## config.mk

```make
export PLATFORM = sky130hd
export DESIGN_NAME = logic_unit_pipe_flat
export DESIGN_NICKNAME = d
export VERILOG_FILES = /design/src/rtl/logic_unit_if.sv /design/src/rtl/logic_unit_pipe.sv /design/src/flat_wrapper.sv
export SDC_FILE = /design/constraint.sdc
export NUM_CORES = 1
export LEC_CHECK = 0
export CORE_MARGIN = 4
export CORE_UTILIZATION = 31
export DETAILED_ROUTE_END_ITERATION = 8
export PLACE_DENSITY = 0.53
export SETUP_SLACK_MARGIN = 0.15
export SLEW_MARGIN = 20
export SYNTH_ARGS = -nofsm -noshare
export SYNTH_HDL_FRONTEND = slang
export SYNTH_SLANG_ARGS = --single-unit
export TNS_END_PERCENT = 50
```

## constraint.sdc

```tcl
create_clock -name clk -period 4.1 [get_ports clk]
set_input_delay 1.025 -clock clk [delete_from_list [all_inputs] [get_ports clk]]
set_output_delay 1.025 -clock clk [all_outputs]
set_load 0.05 [all_outputs]
```

## src/rtl/logic_unit_if.sv

```systemverilog
// Operand/result handshake bundle for logic_unit_pipe.
// y_red exists only when LOGIC_UNIT_REDUCE_EN is defined.
interface logic_unit_if #(parameter int WIDTH = 8);
    logic             in_valid;
    logic             in_ready;
    logic [2:0]       op;
    logic [WIDTH-1:0] a;
    logic [WIDTH-1:0] b;
    logic             acc_clr;
    logic             out_valid;
    logic             out_ready;
    logic [WIDTH-1:0] y;
    logic             y_zero;
`ifdef LOGIC_UNIT_REDUCE_EN
    logic [2:0]       y_red;
`endif

    modport master (
        output in_valid, op, a, b, acc_clr, out_ready,
        input  in_ready, out_valid, y, y_zero
`ifdef LOGIC_UNIT_REDUCE_EN
        , input y_red
`endif
    );

    modport slave (
        input  in_valid, op, a, b, acc_clr, out_ready,
        output in_ready, out_valid, y, y_zero
`ifdef LOGIC_UNIT_REDUCE_EN
        , output y_red
`endif
    );
endinterface

```

## src/rtl/logic_unit_pipe.sv

```systemverilog
// Registered bitwise logic unit with running-XOR accumulator and a 2-entry output buffer.
// Define LOGIC_UNIT_REDUCE_EN to store and expose {^r,|r,&r} per buffered result.
module logic_unit_pipe #(
    parameter int WIDTH = 8
) (
    input  logic          clk,
    input  logic          rst,
    logic_unit_if.slave   bus
);
    localparam logic [2:0] OP_AND  = 3'd0, OP_OR  = 3'd1, OP_NOT  = 3'd2, OP_NAND = 3'd3,
                           OP_NOR  = 3'd4, OP_XOR = 3'd5, OP_XNOR = 3'd6, OP_ACCX = 3'd7;

    logic [1:0]       count_q, count_d;
    logic             head_q, head_d;
    logic             in_ready_q;
    logic [WIDTH-1:0] acc_q, acc_d, acc_base;
    logic [WIDTH-1:0] data_q [2];
    logic [WIDTH-1:0] res;
    logic             push, pop, tail;
`ifdef LOGIC_UNIT_REDUCE_EN
    logic [2:0]       red_q [2];
`endif

    assign push     = bus.in_valid & in_ready_q;
    assign pop      = (count_q != 2'd0) & bus.out_ready;
    // Tail sits one past head when an entry is already held.
    assign tail     = head_q ^ count_q[0];
    assign acc_base = bus.acc_clr ? '0 : acc_q;

    always_comb begin
        res = '0;
        unique case (bus.op)
            OP_AND:  res = bus.a & bus.b;
            OP_OR:   res = bus.a | bus.b;
            OP_NOT:  res = ~bus.a;
            OP_NAND: res = ~(bus.a & bus.b);
            OP_NOR:  res = ~(bus.a | bus.b);
            OP_XOR:  res = bus.a ^ bus.b;
            OP_XNOR: res = ~(bus.a ^ bus.b);
            OP_ACCX: res = acc_base ^ bus.a;
            default: res = '0;
        endcase
    end

    always_comb begin
        count_d = count_q + {1'b0, push} - {1'b0, pop};
        head_d  = pop ? ~head_q : head_q;
        acc_d   = (push && bus.op == OP_ACCX) ? res : acc_base;
    end

    always_ff @(posedge clk or posedge rst) begin
        if (rst) begin
            count_q    <= 2'd0;
            head_q     <= 1'b0;
            in_ready_q <= 1'b0;
            acc_q      <= '0;
            data_q[0]  <= '0;
            data_q[1]  <= '0;
`ifdef LOGIC_UNIT_REDUCE_EN
            red_q[0]   <= 3'b000;
            red_q[1]   <= 3'b000;
`endif
        end else begin
            count_q    <= count_d;
            head_q     <= head_d;
            in_ready_q <= (count_d < 2'd2);
            acc_q      <= acc_d;
            if (push) begin
                data_q[tail] <= res;
`ifdef LOGIC_UNIT_REDUCE_EN
                red_q[tail]  <= {^res, |res, &res};
`endif
            end
        end
    end

    assign bus.in_ready  = in_ready_q;
    assign bus.out_valid = (count_q != 2'd0);
    assign bus.y         = data_q[head_q];
    assign bus.y_zero    = (data_q[head_q] == '0);
`ifdef LOGIC_UNIT_REDUCE_EN
    assign bus.y_red     = red_q[head_q];
`endif
endmodule

```

## src/flat_wrapper.sv

```systemverilog
// flat-port wrapper written by rule: the top's interface ports become plain ports
module logic_unit_pipe_flat 
#(
    parameter int WIDTH = 8
)
  (clk, rst, bus_in_valid, bus_op, bus_a, bus_b, bus_acc_clr, bus_out_ready, bus_in_ready, bus_out_valid, bus_y, bus_y_zero);
  logic_unit_if #(.WIDTH(WIDTH)) bus_i ();
  input  logic clk;
  input  logic rst;
  input wire logic [$bits(bus_i.in_valid)-1:0] bus_in_valid;
  input wire logic [$bits(bus_i.op)-1:0] bus_op;
  input wire logic [$bits(bus_i.a)-1:0] bus_a;
  input wire logic [$bits(bus_i.b)-1:0] bus_b;
  input wire logic [$bits(bus_i.acc_clr)-1:0] bus_acc_clr;
  input wire logic [$bits(bus_i.out_ready)-1:0] bus_out_ready;
  output wire logic [$bits(bus_i.in_ready)-1:0] bus_in_ready;
  output wire logic [$bits(bus_i.out_valid)-1:0] bus_out_valid;
  output wire logic [$bits(bus_i.y)-1:0] bus_y;
  output wire logic [$bits(bus_i.y_zero)-1:0] bus_y_zero;
  assign bus_i.in_valid = bus_in_valid;
  assign bus_i.op = bus_op;
  assign bus_i.a = bus_a;
  assign bus_i.b = bus_b;
  assign bus_i.acc_clr = bus_acc_clr;
  assign bus_i.out_ready = bus_out_ready;
  assign bus_in_ready = bus_i.in_ready;
  assign bus_out_valid = bus_i.out_valid;
  assign bus_y = bus_i.y;
  assign bus_y_zero = bus_i.y_zero;
  logic_unit_pipe #(.WIDTH(WIDTH)) u_core (.clk(clk), .rst(rst), .bus(bus_i));
endmodule
```

==> metrics <==
root buf cell=clkbuf_8; CP Class=reg -> out; Gate Count Post-Synth=roughly 250; Vias/cell=around 4.9; non-filler cells, final=between 300 and 400; synthesized area=~0.0024 mm²; Die Wd=between 90 and 100 µm; TritonCTS clock tree=yes; number of synthesized flops with an enable pin=0; GRT overflow=0; drt total wl=5555 µm; number of global-route vias before repair=between 1500 and 2000; Avg Inst Size Synth=9.458 µm²; I/O Buffers=34; skew final=~0.0064 ns; crit-path max FO=3; detailed router's first-iteration violation count=77; Row Count=31; nets in the synthesized netlist=approximately 300; startpoint types=flop; number of diodes=0; crit end category=output port; H-tree levels=1; DP Worst Slack=0.9350 ns; Hold WC Path Type=reg -> reg; Setup violations, final=0; Final nets=roughly 330; TritonCTS buffer count=3; # DRC=0; core area=roughly 0.0074 mm²; Final Cycle Share=a little under nine tenths; DP HPWL=around 4200 µm; LEAKAGE=0.001221 µW; post-layout util=39.00%; 1st-pass router iterations=4; Ports=35; Arr. time, crit path=2.46 ns; Achievable Freq=between 0.2 and 0.3 GHz; area delta synth->final=20.58%; Ys Warns=0; Finished Cell Area=approximately 0.0029 mm²; Final WS setup=roughly 0.6 ns; #FFs+latches synth=28; number of gates resized after CTS=0; clock slew at reported path FFs=around 0.10 ns; FILL cells=760; Placer Congestion=around 0.8; pin count of the biggest net entering global routing=29; Routed Antenna Nets=0; sequential area share after synthesis=around 29%; endpoints failing hold=0; # placed instances=380; Worst slew margin=53.31%; clock sink count=28; via count=~1900; clock latency on the worst-skew pair=around 0.28 ns; Synth cell types=53; Worst EP required=3.07 ns; first-pass GRT wire length=just over 9000 µm; top_reg_cell synth=dfrtp_1; Die H=approximately 96 µm; Post-DP Area=between 0.002 and 0.003 mm²; Slew @ Worst Pin=0.6981 ns; # hold bufs at CTS=0; PwrDens=547.6 mW/mm²; status=completed; Tot GR Track Use=approximately an eighth; Post-CTS Setup Inserts=0; initial core utilization=approximately a third; die area=~0.009 mm²; number of max-cap violations=0; ys async rst share=100.0%; clock buffer depth=2; setup TNS=0 ns; Slew Viols, Final=0; fin crit period=roughly 3.5 ns; initial antenna violation count=0; WL/cell=~14 µm; RSZ-0062 raised after global routing=no; Peak VDD IR=between 0.15 and 0.2 mV; share of cells above drive strength 1=approximately 13%
==> power by group <==
group / switching, µW / total (µW) / leakage (µW) / internal (µW)
Clock: 94.0 / 225 / 0.0000357 / 131
Combinational: 522 / 870 / 0.000839 / 347
Sequential: 99.3 / 479 / 0.000346 / 380
Total: 716 / 1570 / 0.00122 / 858
==> final timing paths <==
path                                                     from                            end  slack (ns)  depth (start not counted)
worst max register to register    u_core.count_q[0]$_DFF_PP0_  u_core.bus.in_ready$_DFF_PP0_        2.17                          8
min in group asynchronous                                 rst   u_core.data_q[2]$_DFFE_PP0P_        1.11                          3
max in group asynchronous                                 rst    u_core.count_q[0]$_DFF_PP0_        2.71                          3
worst min-delay path              u_core.count_q[1]$_DFF_PP0_    u_core.count_q[1]$_DFF_PP0_        0.50                          1
worst max-delay path            u_core.data_q[15]$_DFFE_PP0P_                     bus_y_zero        0.61                          5
worst min register to register    u_core.count_q[1]$_DFF_PP0_    u_core.count_q[1]$_DFF_PP0_        0.50                          1
==> state kept, by name, indices dropped and copies added (netlist names) <==
name,flops
u_core.data_q,16
u_core.bus.in_ready,1
u_core.count_q,2
u_core.head_q,1
u_core.acc_q,8
==> cell type report <==
type,instances,area (µm²),area share [%]
multi-input combinational,192,1518,52.81
sequential,28,700.7,24.38
timing repair buffer,39,377.9,13.15
tap,99,123.9,4.310
inverter,22,82.58,2.873
clock buffer,3,41.29,1.437
clock inverter,1,30.03,1.045
==> cell usage in the layout, fill, tap and decap left out, types with 2 or more instances in the layout <==
master / synthesis / final
or3b_1: 2 / 2
o221ai_1: 3 / 3
a2bb2oi_1: 3 / 3
a311o_1: 2 / 2
ha_1: 18 / 18
nand3_1: 3 / 3
o21ai_0: 2 / 2
nor2b_1: 8 / 8
mux2_2: 10 / 10
mux2i_1: 10 / 10
a211o_1: 3 / 3
nor2_1: 9 / 9
clkbuf_8: 0 / 3
o32ai_2: 2 / 2
buf_4: 3 / 5
xor2_1: 5 / 5
nor4bb_1: 2 / 2
clkdlybuf4s50_1: 0 / 34
nor2_4: 2 / 2
dfrtp_1: 28 / 28
a211oi_1: 4 / 4
a211oi_2: 3 / 3
xnor2_1: 12 / 12
o31ai_1: 5 / 5
inv_1: 21 / 21
nor3_1: 2 / 2
nand2_1: 31 / 31
a31oi_1: 9 / 9
and4b_1: 2 / 2
a21oi_1: 3 / 3
o21ai_1: 4 / 4
nand2b_1: 8 / 8
nor4_1: 4 / 4
o211ai_1: 3 / 3
==> worst max-delay path, cell delays in order, from the launching register on <==
cell,delay (ns)
dfrtp_1,0.41
or4_1,0.52
nor4_1,0.20
a31oi_1,0.06
nor3_1,0.17
clkdlybuf4s50_1,0.83
==> per-stage QoR <==
| step | total power, µW | hold WS [ns] |
|---|---|---|
| finish | 1574 | 0.4976 |
| detailed placement | 1358 | 0.4829 |
| global route | 1685 | 0.5189 |
| CTS | 1591 | 0.4976 |
| global placement | 1353 | 0.4740 |
| floorplan | 1103 | 0.4429 |
==> synthesized netlist by cell type, drive strengths merged (3+ instances only) <==
cell,count,area [µm²]
xnor2,12,105.1
nor4,4,25.02
a211o,3,26.28
mux2i,10,100.1
ha,18,225.2
o31ai,5,37.54
a211oi,7,67.57
nor3,4,36.29
o211ai,4,35.03
xor2,5,43.79
a31oi,9,56.30
nor2,13,82.58
o21ai,6,30.03
dfrtp,28,700.7
inv,22,82.58
o221ai,3,26.28
nor2b,8,50.05
mux2,12,138.9
nand2b,9,63.81
nand2,32,127.6
a2bb2oi,3,26.28
a21oi,3,15.01
buf,10,82.57
nand3,3,15.01
==> per-layer routing <==
metal | vias to the layer above | track usage (%) | share of wire (%) | wire length (µm)
li1 | 967 | - | - | -
met1 | 862 | 19.23 | 52 | 2907
met2 | 30 | 19.34 | 43 | 2400
met3 | 4 | 2.368 | 3.7 | 205
met4 | 0 | 3.673 | 0.76 | 42
met5 | - | 0 | 0 | 0
==> cell families (layout without fill, tap and decap cells) <==
kind of cell,after synthesis,count (layout),share of synthesized area [%]
and+or+nand+nor,84,84,20.68
AOI/OAI and AO/OA,51,51,17.27
buffers and inverters,32,65,6.929
DFF,28,28,29.40
muxes,22,22,10.03
adders and majority gates,18,18,9.449
xor gates and xnor gates,17,17,6.247
Note: power is estimated with default switching activity, not from simulation.
